**config.mk**
```make
export PLATFORM = sky130hd
export DESIGN_NAME = arf_retire_sched_flat
export DESIGN_NICKNAME = d
export VERILOG_FILES = /design/src/rtl/riscv_ooo_pkg.sv /design/src/rtl/arf_retire_sched_if.sv /design/src/rtl/retire_fifo.sv /design/src/rtl/arf_retire_sched.sv /design/src/flat_wrapper.sv
export SDC_FILE = /design/constraint.sdc
export NUM_CORES = 1
export LEC_CHECK = 0
export ABC_AREA = 0
export CAP_MARGIN = 25
export CORE_UTILIZATION = 40
export DETAILED_ROUTE_END_ITERATION = 16
export PLACE_DENSITY_LB_ADDON = 0.2
export SLEW_MARGIN = 10
export SYNTH_ARGS = -nofsm -noshare
export SYNTH_HDL_FRONTEND = slang
export SYNTH_SLANG_ARGS = --single-unit
```
**constraint.sdc**
```tcl
create_clock -name clk -period 4.8 [get_ports clk]
set_input_delay 0.96 -clock clk [delete_from_list [all_inputs] [get_ports clk]]
set_output_delay 0.96 -clock clk [all_outputs]
set_load 0.005 [all_outputs]
```
**src/rtl/riscv_ooo_pkg.sv**
```systemverilog
// rtl/riscv_ooo_pkg.sv - shared types and constants for the retirement scheduler
package riscv_ooo_pkg;

   localparam int AR_SIZE = 6;
   localparam int DATA_W  = 32;
   localparam int OLD_W   = 6;

   typedef struct packed {
      logic [AR_SIZE-1:0] addr;
      logic [DATA_W-1:0]  data;
      logic [OLD_W-1:0]   old;
   } retire_entry_t;

   typedef enum logic {
      RUN   = 1'b0,
      FLUSH = 1'b1
   } sched_state_t;

endpackage

```
**src/rtl/arf_retire_sched_if.sv**
```systemverilog
// rtl/arf_retire_sched_if.sv - retire-slot enqueue and ARF dual write port bundle
interface arf_retire_sched_if;
   import riscv_ooo_pkg::*;

   logic [1:0]         enq_valid;
   logic [AR_SIZE-1:0] enq_addr0;
   logic [AR_SIZE-1:0] enq_addr1;
   logic [DATA_W-1:0]  enq_data0;
   logic [DATA_W-1:0]  enq_data1;
   logic [OLD_W-1:0]   enq_old0;
   logic [OLD_W-1:0]   enq_old1;
   logic               enq_ready;

   logic               arf_stall;
   logic [AR_SIZE-1:0] write_addr1;
   logic [AR_SIZE-1:0] write_addr2;
   logic [DATA_W-1:0]  write_data1;
   logic [DATA_W-1:0]  write_data2;
   logic [OLD_W-1:0]   old_addr1;
   logic [OLD_W-1:0]   old_addr2;
   logic               write_en;

   modport master (
      output enq_valid, enq_addr0, enq_addr1, enq_data0, enq_data1, enq_old0, enq_old1,
      output arf_stall,
      input  enq_ready,
      input  write_addr1, write_addr2, write_data1, write_data2, old_addr1, old_addr2, write_en
   );

   modport slave (
      input  enq_valid, enq_addr0, enq_addr1, enq_data0, enq_data1, enq_old0, enq_old1,
      input  arf_stall,
      output enq_ready,
      output write_addr1, write_addr2, write_data1, write_data2, old_addr1, old_addr2, write_en
   );

endinterface

```
**src/rtl/retire_fifo.sv**
```systemverilog
// rtl/retire_fifo.sv - 2-push/2-pop circular buffer of retire entries with sync clear
module retire_fifo
   import riscv_ooo_pkg::*;
#(
   parameter int DEPTH = 8
) (
   input  logic                    clk,
   input  logic                    rstn,
   input  logic                    clear,
   input  logic [1:0]              push_cnt,
   input  retire_entry_t           push0,
   input  retire_entry_t           push1,
   input  logic [1:0]              pop_cnt,
   output retire_entry_t           head0,
   output retire_entry_t           head1,
   output logic [$clog2(DEPTH):0]  count
);

   localparam int PW = $clog2(DEPTH);
   localparam int CW = PW + 1;

   retire_entry_t mem [DEPTH];
   logic [PW-1:0] wr_ptr;
   logic [PW-1:0] rd_ptr;
   logic [PW-1:0] wr_nxt;
   logic [PW-1:0] rd_nxt;

   // Power-of-two depth lets the pointer adders wrap for free.
   assign wr_nxt = wr_ptr + PW'(1);
   assign rd_nxt = rd_ptr + PW'(1);
   assign head0  = mem[rd_ptr];
   assign head1  = mem[rd_nxt];

   always_ff @(posedge clk) begin
      if (push_cnt != 2'd0) begin
         mem[wr_ptr] <= push0;
      end
      if (push_cnt == 2'd2) begin
         mem[wr_nxt] <= push1;
      end
   end

   always_ff @(posedge clk or negedge rstn) begin
      if (!rstn) begin
         wr_ptr <= '0;
         rd_ptr <= '0;
         count  <= '0;
      end else if (clear) begin
         wr_ptr <= '0;
         rd_ptr <= '0;
         count  <= '0;
      end else begin
         wr_ptr <= wr_ptr + PW'(push_cnt);
         rd_ptr <= rd_ptr + PW'(pop_cnt);
         count  <= count + CW'(push_cnt) - CW'(pop_cnt);
      end
   end

endmodule

```
**src/rtl/arf_retire_sched.sv**
```systemverilog
// rtl/arf_retire_sched.sv - retirement scheduler: buffers ROB retires, drains pairs onto the ARF
module arf_retire_sched
   import riscv_ooo_pkg::*;
#(
   parameter int FIFO_DEPTH = 8
) (
   input  logic                         clk,
   input  logic                         rstn,
   input  logic                         flush,
   arf_retire_sched_if.slave            bus,
   output logic [$clog2(FIFO_DEPTH):0]  occupancy,
   output logic [31:0]                  retire_cnt,
   output logic                         err_sticky
);

   localparam int OCC_W = $clog2(FIFO_DEPTH) + 1;

   sched_state_t  state;
   logic          run;
   logic [1:0]    push_cnt;
   logic [1:0]    pop_cnt;
   logic          collide;
   retire_entry_t push0;
   retire_entry_t push1;
   retire_entry_t head0;
   retire_entry_t head1;

   assign run           = (state == RUN);
   assign bus.enq_ready = run && (occupancy <= OCC_W'(FIFO_DEPTH - 2));

   assign push0 = '{addr: bus.enq_addr0, data: bus.enq_data0, old: bus.enq_old0};
   assign push1 = '{addr: bus.enq_addr1, data: bus.enq_data1, old: bus.enq_old1};

   always_comb begin
      push_cnt = 2'd0;
      if (bus.enq_ready && !flush) begin
         case (bus.enq_valid)
            2'b01:   push_cnt = 2'd1;
            2'b11:   push_cnt = 2'd2;
            default: push_cnt = 2'd0;
         endcase
      end
   end

   always_comb begin
      pop_cnt = 2'd0;
      if (run && !flush && !bus.arf_stall) begin
         if (occupancy >= OCC_W'(2)) begin
            pop_cnt = 2'd2;
         end else if (occupancy != '0) begin
            pop_cnt = 2'd1;
         end
      end
   end

   // Same-cycle writes to one register: only the younger may land; p0 never collides.
   assign collide = (pop_cnt == 2'd2) && (head0.addr == head1.addr) && (head0.addr != '0);

   retire_fifo #(
      .DEPTH (FIFO_DEPTH)
   ) u_fifo (
      .clk      (clk),
      .rstn     (rstn),
      .clear    (flush),
      .push_cnt (push_cnt),
      .push0    (push0),
      .push1    (push1),
      .pop_cnt  (pop_cnt),
      .head0    (head0),
      .head1    (head1),
      .count    (occupancy)
   );

   always_ff @(posedge clk or negedge rstn) begin
      if (!rstn) begin
         state           <= RUN;
         err_sticky      <= 1'b0;
         retire_cnt      <= '0;
         bus.write_en    <= 1'b0;
         bus.write_addr1 <= '0;
         bus.write_addr2 <= '0;
         bus.write_data1 <= '0;
         bus.write_data2 <= '0;
         bus.old_addr1   <= '0;
         bus.old_addr2   <= '0;
      end else begin
         case (state)
            RUN:     state <= flush ? FLUSH : RUN;
            FLUSH:   state <= flush ? FLUSH : RUN;
            default: state <= RUN;
         endcase

         if (bus.enq_ready && !flush && (bus.enq_valid == 2'b10)) begin
            err_sticky <= 1'b1;
         end

         retire_cnt <= retire_cnt + 32'(pop_cnt);

         if (flush) begin
            bus.write_en    <= 1'b0;
            bus.write_addr1 <= '0;
            bus.write_addr2 <= '0;
            bus.write_data1 <= '0;
            bus.write_data2 <= '0;
            bus.old_addr1   <= '0;
            bus.old_addr2   <= '0;
         end else if (pop_cnt != 2'd0) begin
            bus.write_en    <= 1'b1;
            bus.write_addr1 <= collide ? '0 : head0.addr;
            bus.write_data1 <= head0.data;
            bus.old_addr1   <= head0.old;
            if (pop_cnt == 2'd2) begin
               bus.write_addr2 <= head1.addr;
               bus.write_data2 <= head1.data;
               bus.old_addr2   <= head1.old;
            end else begin
               bus.write_addr2 <= '0;
               bus.write_data2 <= '0;
               bus.old_addr2   <= '0;
            end
         end else begin
            bus.write_en <= 1'b0;
         end
      end
   end

endmodule
```
**src/flat_wrapper.sv**
```systemverilog
// flat-port wrapper written by rule: the top's interface ports become plain ports
module arf_retire_sched_flat import riscv_ooo_pkg::*;
#(
   parameter int FIFO_DEPTH = 8
)
  (clk, rstn, flush, occupancy, retire_cnt, err_sticky, bus_enq_valid, bus_enq_addr0, bus_enq_addr1, bus_enq_data0, bus_enq_data1, bus_enq_old0, bus_enq_old1, bus_arf_stall, bus_enq_ready, bus_write_addr1, bus_write_addr2, bus_write_data1, bus_write_data2, bus_old_addr1, bus_old_addr2, bus_write_en);
  arf_retire_sched_if bus_i ();
  input  logic clk;
  input  logic rstn;
  input  logic flush;
  output logic [$clog2(FIFO_DEPTH):0] occupancy;
  output logic [31:0] retire_cnt;
  output logic err_sticky;
  input wire logic [$bits(bus_i.enq_valid)-1:0] bus_enq_valid;
  input wire logic [$bits(bus_i.enq_addr0)-1:0] bus_enq_addr0;
  input wire logic [$bits(bus_i.enq_addr1)-1:0] bus_enq_addr1;
  input wire logic [$bits(bus_i.enq_data0)-1:0] bus_enq_data0;
  input wire logic [$bits(bus_i.enq_data1)-1:0] bus_enq_data1;
  input wire logic [$bits(bus_i.enq_old0)-1:0] bus_enq_old0;
  input wire logic [$bits(bus_i.enq_old1)-1:0] bus_enq_old1;
  input wire logic [$bits(bus_i.arf_stall)-1:0] bus_arf_stall;
  output wire logic [$bits(bus_i.enq_ready)-1:0] bus_enq_ready;
  output wire logic [$bits(bus_i.write_addr1)-1:0] bus_write_addr1;
  output wire logic [$bits(bus_i.write_addr2)-1:0] bus_write_addr2;
  output wire logic [$bits(bus_i.write_data1)-1:0] bus_write_data1;
  output wire logic [$bits(bus_i.write_data2)-1:0] bus_write_data2;
  output wire logic [$bits(bus_i.old_addr1)-1:0] bus_old_addr1;
  output wire logic [$bits(bus_i.old_addr2)-1:0] bus_old_addr2;
  output wire logic [$bits(bus_i.write_en)-1:0] bus_write_en;
  assign bus_i.enq_valid = bus_enq_valid;
  assign bus_i.enq_addr0 = bus_enq_addr0;
  assign bus_i.enq_addr1 = bus_enq_addr1;
  assign bus_i.enq_data0 = bus_enq_data0;
  assign bus_i.enq_data1 = bus_enq_data1;
  assign bus_i.enq_old0 = bus_enq_old0;
  assign bus_i.enq_old1 = bus_enq_old1;
  assign bus_i.arf_stall = bus_arf_stall;
  assign bus_enq_ready = bus_i.enq_ready;
  assign bus_write_addr1 = bus_i.write_addr1;
  assign bus_write_addr2 = bus_i.write_addr2;
  assign bus_write_data1 = bus_i.write_data1;
  assign bus_write_data2 = bus_i.write_data2;
  assign bus_old_addr1 = bus_i.old_addr1;
  assign bus_old_addr2 = bus_i.old_addr2;
  assign bus_write_en = bus_i.write_en;
  arf_retire_sched #(.FIFO_DEPTH(FIFO_DEPTH)) u_core (.clk(clk), .rstn(rstn), .flush(flush), .bus(bus_i), .occupancy(occupancy), .retire_cnt(retire_cnt), .err_sticky(err_sticky));
endmodule
```
=== Yosys cells after proc, flatten, opt, wreduce, memory -nomap -nowiden ===
Memory sizes are Yosys's and may differ from the RTL's.
Index checks and enable logic that the tools add are counted.

* Register bits: 133
* Bits in writable memories: 352
* Input port bits: 94
* Output and inout bits: 127
* Memories kept: 1

* $add $sub $neg: 7
* Magnitude comparators: 2
* Equal/unequal tests: 6
* Mux-type cells: 31
* Bitwise logic cells: 1
* Reductions and logical operators: 14

{| class="wikitable"
|+ Memory list
! memory !! words !! bits a word !! rd ports !! clocked after Yosys merged registers in !! wr ports !! line !! source
|-
| u_core.u_fifo.mem || 8 || 44 || 2 || 0 || 2 || retire_fifo.sv:22 || <nowiki>retire_entry_t mem [DEPTH];</nowiki>
|}

{| class="wikitable"
|+ Operators by type and width
! kind !! number
|-
| $mux W32 || 5
|-
| $mux W6 || 11
|-
| $add A32 B2 Y32 || 1
|-
| $eq A2 B2 Y1 const B || 4
|-
| $mux W1 || 8
|-
| $logic_and A1 B1 Y1 || 7
|-
| $add A3 B1 Y3 const B || 2
|-
| $add A3 B2 Y3 || 2
|-
| $eq A6 B6 Y1 || 1
|-
| $mux W2 || 3
|-
| $mux W3 || 2
|-
| $reduce_bool A2 Y1 || 3
|-
| $reduce_bool A6 Y1 || 1
|-
| $add A4 B2 Y4 || 1
|-
| $ge A4 B2 Y1 const B || 1
|-
| $le A4 B3 Y1 const B || 1
|-
| $mux W4 || 1
|-
| $pmux W2 S2 || 1
|-
| $reduce_bool A4 Y1 || 1
|-
| $sub A4 B2 Y4 || 1
|-
| $eq A2 B1 Y1 const B || 1
|-
| $logic_not A1 Y1 || 2
|-
| $not A1 Y1 || 1
|}

=== Longest topological paths before layout ===
* Depth after elaboration: 10
* Mapped depth: 14
* Depth with buffers taken out: 12

=== By module ===
From an unflattened synthesis, not the netlist that was laid out.

* Cell total of the unflattened synthesis: 1496
* Area, all modules: 25735.9 um^2

{| class="wikitable"
|+ By module, submodules not included
! module !! times used !! cells an instance !! area each (um^2)
|-
| retire_fifo || 1 || 1132 || 20883.8
|-
| arf_retire_sched || 1 || 364 || 4852.2
|}

=== Least setup slack after synthesis ===
Ideal clock, no wire load.

* Path kind: input -> register
* Start point: input port flush
* End point: memory u_core.u_fifo.mem[1][0] (netlist bit), enable pin
* Setup time: 511 ps
* Data arrival time: 4760 ps
* Data required time: 4289 ps
* Path slack: -471 ps
* Cell stages on the path: 4
* Buffers on the path: 0
* Cell sequence: nor2_1 -> and4_1 -> nand2_1 -> o31ai_1

{| class="wikitable"
|+ RTL lines
! element !! line !! source
|-
| start, declared || flat_wrapper.sv:10 || <nowiki>input logic flush;</nowiki>
|-
| end, declared || retire_fifo.sv:22 ||
|}

=== Final worst setup path ===
* Start point: input port flush
* End point: register u_core.retire_cnt[26]

* Word-level cells in the longest chain between the ends: 5

{| class="wikitable"
|+ Ends and longest elaborated chain
! element !! line !! source
|-
| $logic_not A1 Y1 || arf_retire_sched.sv:47 || <nowiki>if (run && !flush && !bus.arf_stall) begin</nowiki>
|-
| $logic_and A1 B1 Y1 (2 in a row) || arf_retire_sched.sv:47 ||
|-
| $mux W2 || arf_retire_sched.sv:47 ||
|-
| $add A32 B2 Y32 || arf_retire_sched.sv:97 || <nowiki>retire_cnt <= retire_cnt + 32'(pop_cnt);</nowiki>
|-
| end signal, assigned || arf_retire_sched.sv:97 ||
|-
| end, declared || arf_retire_sched.sv:12 || <nowiki>output logic [31:0] retire_cnt,</nowiki>
|}

No other way between the ends.
A chain may end at the register's enable or synchronous reset.

==> impl_metrics.yaml <==
grt:
  grt_max_degree: 114
  grt_pass1_wl_mm: 110.5
  grt-busiest-layer: "met2"
  global_route.usage.met2: 0.3741
  grtUsageMet3: 0.03869
  grtUsageTotal: 0.2272
  gr-usage-met1: 0.3090
  antenna_found_initial: 10
  first_global_vias: 16650
  grt-ovfl-total: 0
critical_path:
  critPathRequiredTime_ns: 5.29
  crit_arrival_ns: 4.12
  worst_path_most_repeated_cell: "buf_4"
  cp_top_family: "simple AND/OR/NAND/NOR gates"
  cpPeakStageDelay_ns: 0.43
  critPathCaptureType: "register"
  path_cells: "clkdlybuf4s50_1, or3_1, nor4_1, buf_4, ha_1, inv_1, fa_1, nand3b_1, or2_2, nor3_1, buf_4, nand4_1, xnor2_1"
  cpMaxStageDelayCell: "clkdlybuf4s50_1"
  critPathBufInv: 4
  worstPathMaxFanout: 6
  crit_type: "primary input to register"
  cp-start-kind: "primary input"
die:
  start_util: 0.4058
  rows: 92
  dieWidth_um: 255.4
  design.core.area_um2: 63310
  ios: 221
  die_area_um2: 65250
  die_h_um: 255.4
clock_network:
  root_buffer: "clkbuf_16"
  htreeDepth: 2
  cts_sinks: 485
  cts_tree: "built"
  cts_made_buffers: 55
  cts_resized: 0
  clockBufferDepth: 3
  ctsHoldBuffers: 0
  clk_pin_slew_worst_paths_ns: 0.06
  clock_latency_ns: 0.62
  post_cts_buffers: 0
route:
  vias_per_cell: 5.782
  drt_pass1_iterations: 5
  drt_iter0_drc: 1409
  routed_wl_mm: 74.14
  drcViolationCount: 0
  antenna_left: 0
  num_vias: 15930
  wl_per_cell_um: 26.91
sta:
  tightest_slew_ns: 0.9719
  drv_slew: 0
  fin_worst_skew_ns: 0.01622
  period_minus_slack_ns: 3.629
  fmax_ghz: 0.2755
  slew-limit-headroom: 0.3503
  hold_viol_final: 0
  fin_crit_sh: 0.7561
  setup_slack_ns: 1.171
  rsz0062_at_grt: "no"
  finalSetupViolCount: 0
power_and_ir_drop:
  max-vdd-ir-drop_uv: 299.7
  leakagePower_nw: 10.63
  finalPower_mw: 11.09
  power_density_nw_per_um2: 357.7
synthesis:
  synth_area_leader_cell: "edfxtp_1"
  synth_seq_area_share: 0.5409
  syn_area_per_cell_um2: 15.55
  synthTopCellsByArea: "edfxtp_1 41%, mux2_2 15%, mux4_2 14%, dfrtp_1 13%, mux2i_1 2.5%"
  synth_warnings: 0
  ys_types: 56
  ys_ff_latch: 485
  synth_top_area_share: 0.4114
  synthArstFlopShare: 0.2742
  synth_enable_flop_cells: 352
  syn-num-nets: 1764
  synth_flop_cell: "edfxtp_1"
  syn_inst: 1652
  syn-cell-area_um2: 25690
placement:
  io_buffers: 220
  routabilityCongestion: 0.7932
  place.detailed.hpwl_mm: 43.45
  dp_worst_setup_slack_ns: 0.5558
min_path:
  hold_path_class: "primary input to asynchronous set/reset pin"
final_layout:
  final_cell_mix: "352 x edfxtp_1, 334 x mux2_2, 219 x clkdlybuf4s50_1"
  area_delta_synth_final_pct: 20.72
  multi_input_area_um2: 11380
  drive_gt1_frac: 0.3659
  register_area_um2: 13910
  nets: 1970
  final_common_cell: "edfxtp_1"
  n_fill_cell: 5401
run_status:
  status: "finished, final reports clean"
job:
  max_cap_viol_count: 0
==> worst register-to-register path, cell delays in order, from the launching register on <==
cell	delay (ns)
dfrtp_4	0.95
buf_4	0.75
mux4_1	0.67
mux2i_1	0.30
xor2_1	0.16
nor4_4	0.37
a31oi_1	0.15
==> path summary, 6_finish.rpt <==
kind                                            start                    endpoint  slack, ns  cells past startpoint
min                                              rstn   u_core.bus.write_addr2[1]       0.34                      1
max                                             flush       u_core.retire_cnt[26]       1.17                     13
min reg2reg                u_core.bus.write_data2[23]  u_core.bus.write_data2[23]       0.48                      2
max reg2reg                   u_core.u_fifo.rd_ptr[1]   u_core.bus.write_addr1[0]       1.31                      6
max in group asynchronous                        rstn  u_core.bus.write_data2[15]       3.40                      2
min in group clk           u_core.bus.write_data2[23]  u_core.bus.write_data2[23]       0.48                      2
==> per-stage QoR <==
stage | std cells | setup TNS, ns | hold slack (ns) | area [um^2] | utilization
after floorplan | 1652 | -41.67 | 0.4602 | 25700 | -
after global placement | 2647 | 0 | 0.4579 | 29100 | 0.4596
after detailed placement | 2647 | 0 | 0.4693 | 29100 | 0.4596
after CTS | 2751 | 0 | 0.3407 | 31010 | 0.4898
after global routing | 2754 | 0 | 0.3702 | 31010 | 0.4899
final | 2755 | 0 | 0.3363 | 31020 | 0.4899
==> layer usage <==
| metal | up-vias | routed length, um |
|---|---|---|
| met5 | - | 67 |
| met4 | 10 | 1711 |
| met3 | 116 | 4246 |
| met2 | 493 | 35640 |
| met1 | 8354 | 32470 |
| li1 | 6957 | - |
==> cells in the mapped netlist (all sizes together) (9+ instances only) <==
cell and instances:
inv 21, nand2 138, xor2 16, buf 68
a31oi 13, ha 13, mux2 352, nand3 16
mux4 170, dfrtp 133, xnor2 27, nor2 27
mux2i 68, edfxtp 352, a21oi 39, nand4 9
o21ai 48, clkbuf 47, a31o 38
==> state kept, by name (all words and copies together) (netlist names) <==
| signal | cells |
|---|---|
| u_core.u_fifo.mem | 352 |
| u_core.bus.write_data1 | 32 |
| u_core.bus.write_data2 | 32 |
| u_core.retire_cnt | 32 |
| u_core.bus.old_addr1 | 6 |
| u_core.bus.old_addr2 | 6 |
| u_core.bus.write_addr1 | 6 |
| u_core.bus.write_addr2 | 6 |
| u_core.u_fifo.count | 4 |
| u_core.u_fifo.rd_ptr | 3 |
| u_core.u_fifo.wr_ptr | 3 |
| u_core.bus.write_en | 1 |
| u_core.err_sticky | 1 |
| u_core.state | 1 |
==> logic make-up (layout without fill, tap and decap cells) <==
group	count (synthesis)	after routing	synth area share
AND/OR/NAND/NOR	224	224	0.03949
multiplexers	590	590	0.3321
flip-flops	485	485	0.5409
AO/OA/AOI/OAI	155	155	0.03852
XOR/XNOR	43	43	0.01495
adder cells (fa/ha/maj)	18	18	0.01023
other	0	4	0
buffers and inverters	137	390	0.02381
==> report_power, final <==
group	internal, mW	total (mW)	switching, mW
sequential	4.68	4.84	0.159
clock	2.64	4.40	1.77
combinational	0.978	1.85	0.870
==> cell type report <==
| cell class | instances | area share |
|---|---|---|
| clock buffers | 89 | 0.05603 |
| flip-flops and latches | 485 | 0.4484 |
| clock inverters | 15 | 0.005607 |
| diodes | 4 | 0.0003227 |
| repair buffers | 264 | 0.08612 |
| inverters | 22 | 0.002662 |
| well taps | 846 | 0.03413 |
| multi-input cells | 1030 | 0.3668 |
Note: power is estimated with default switching activity, not from simulation.
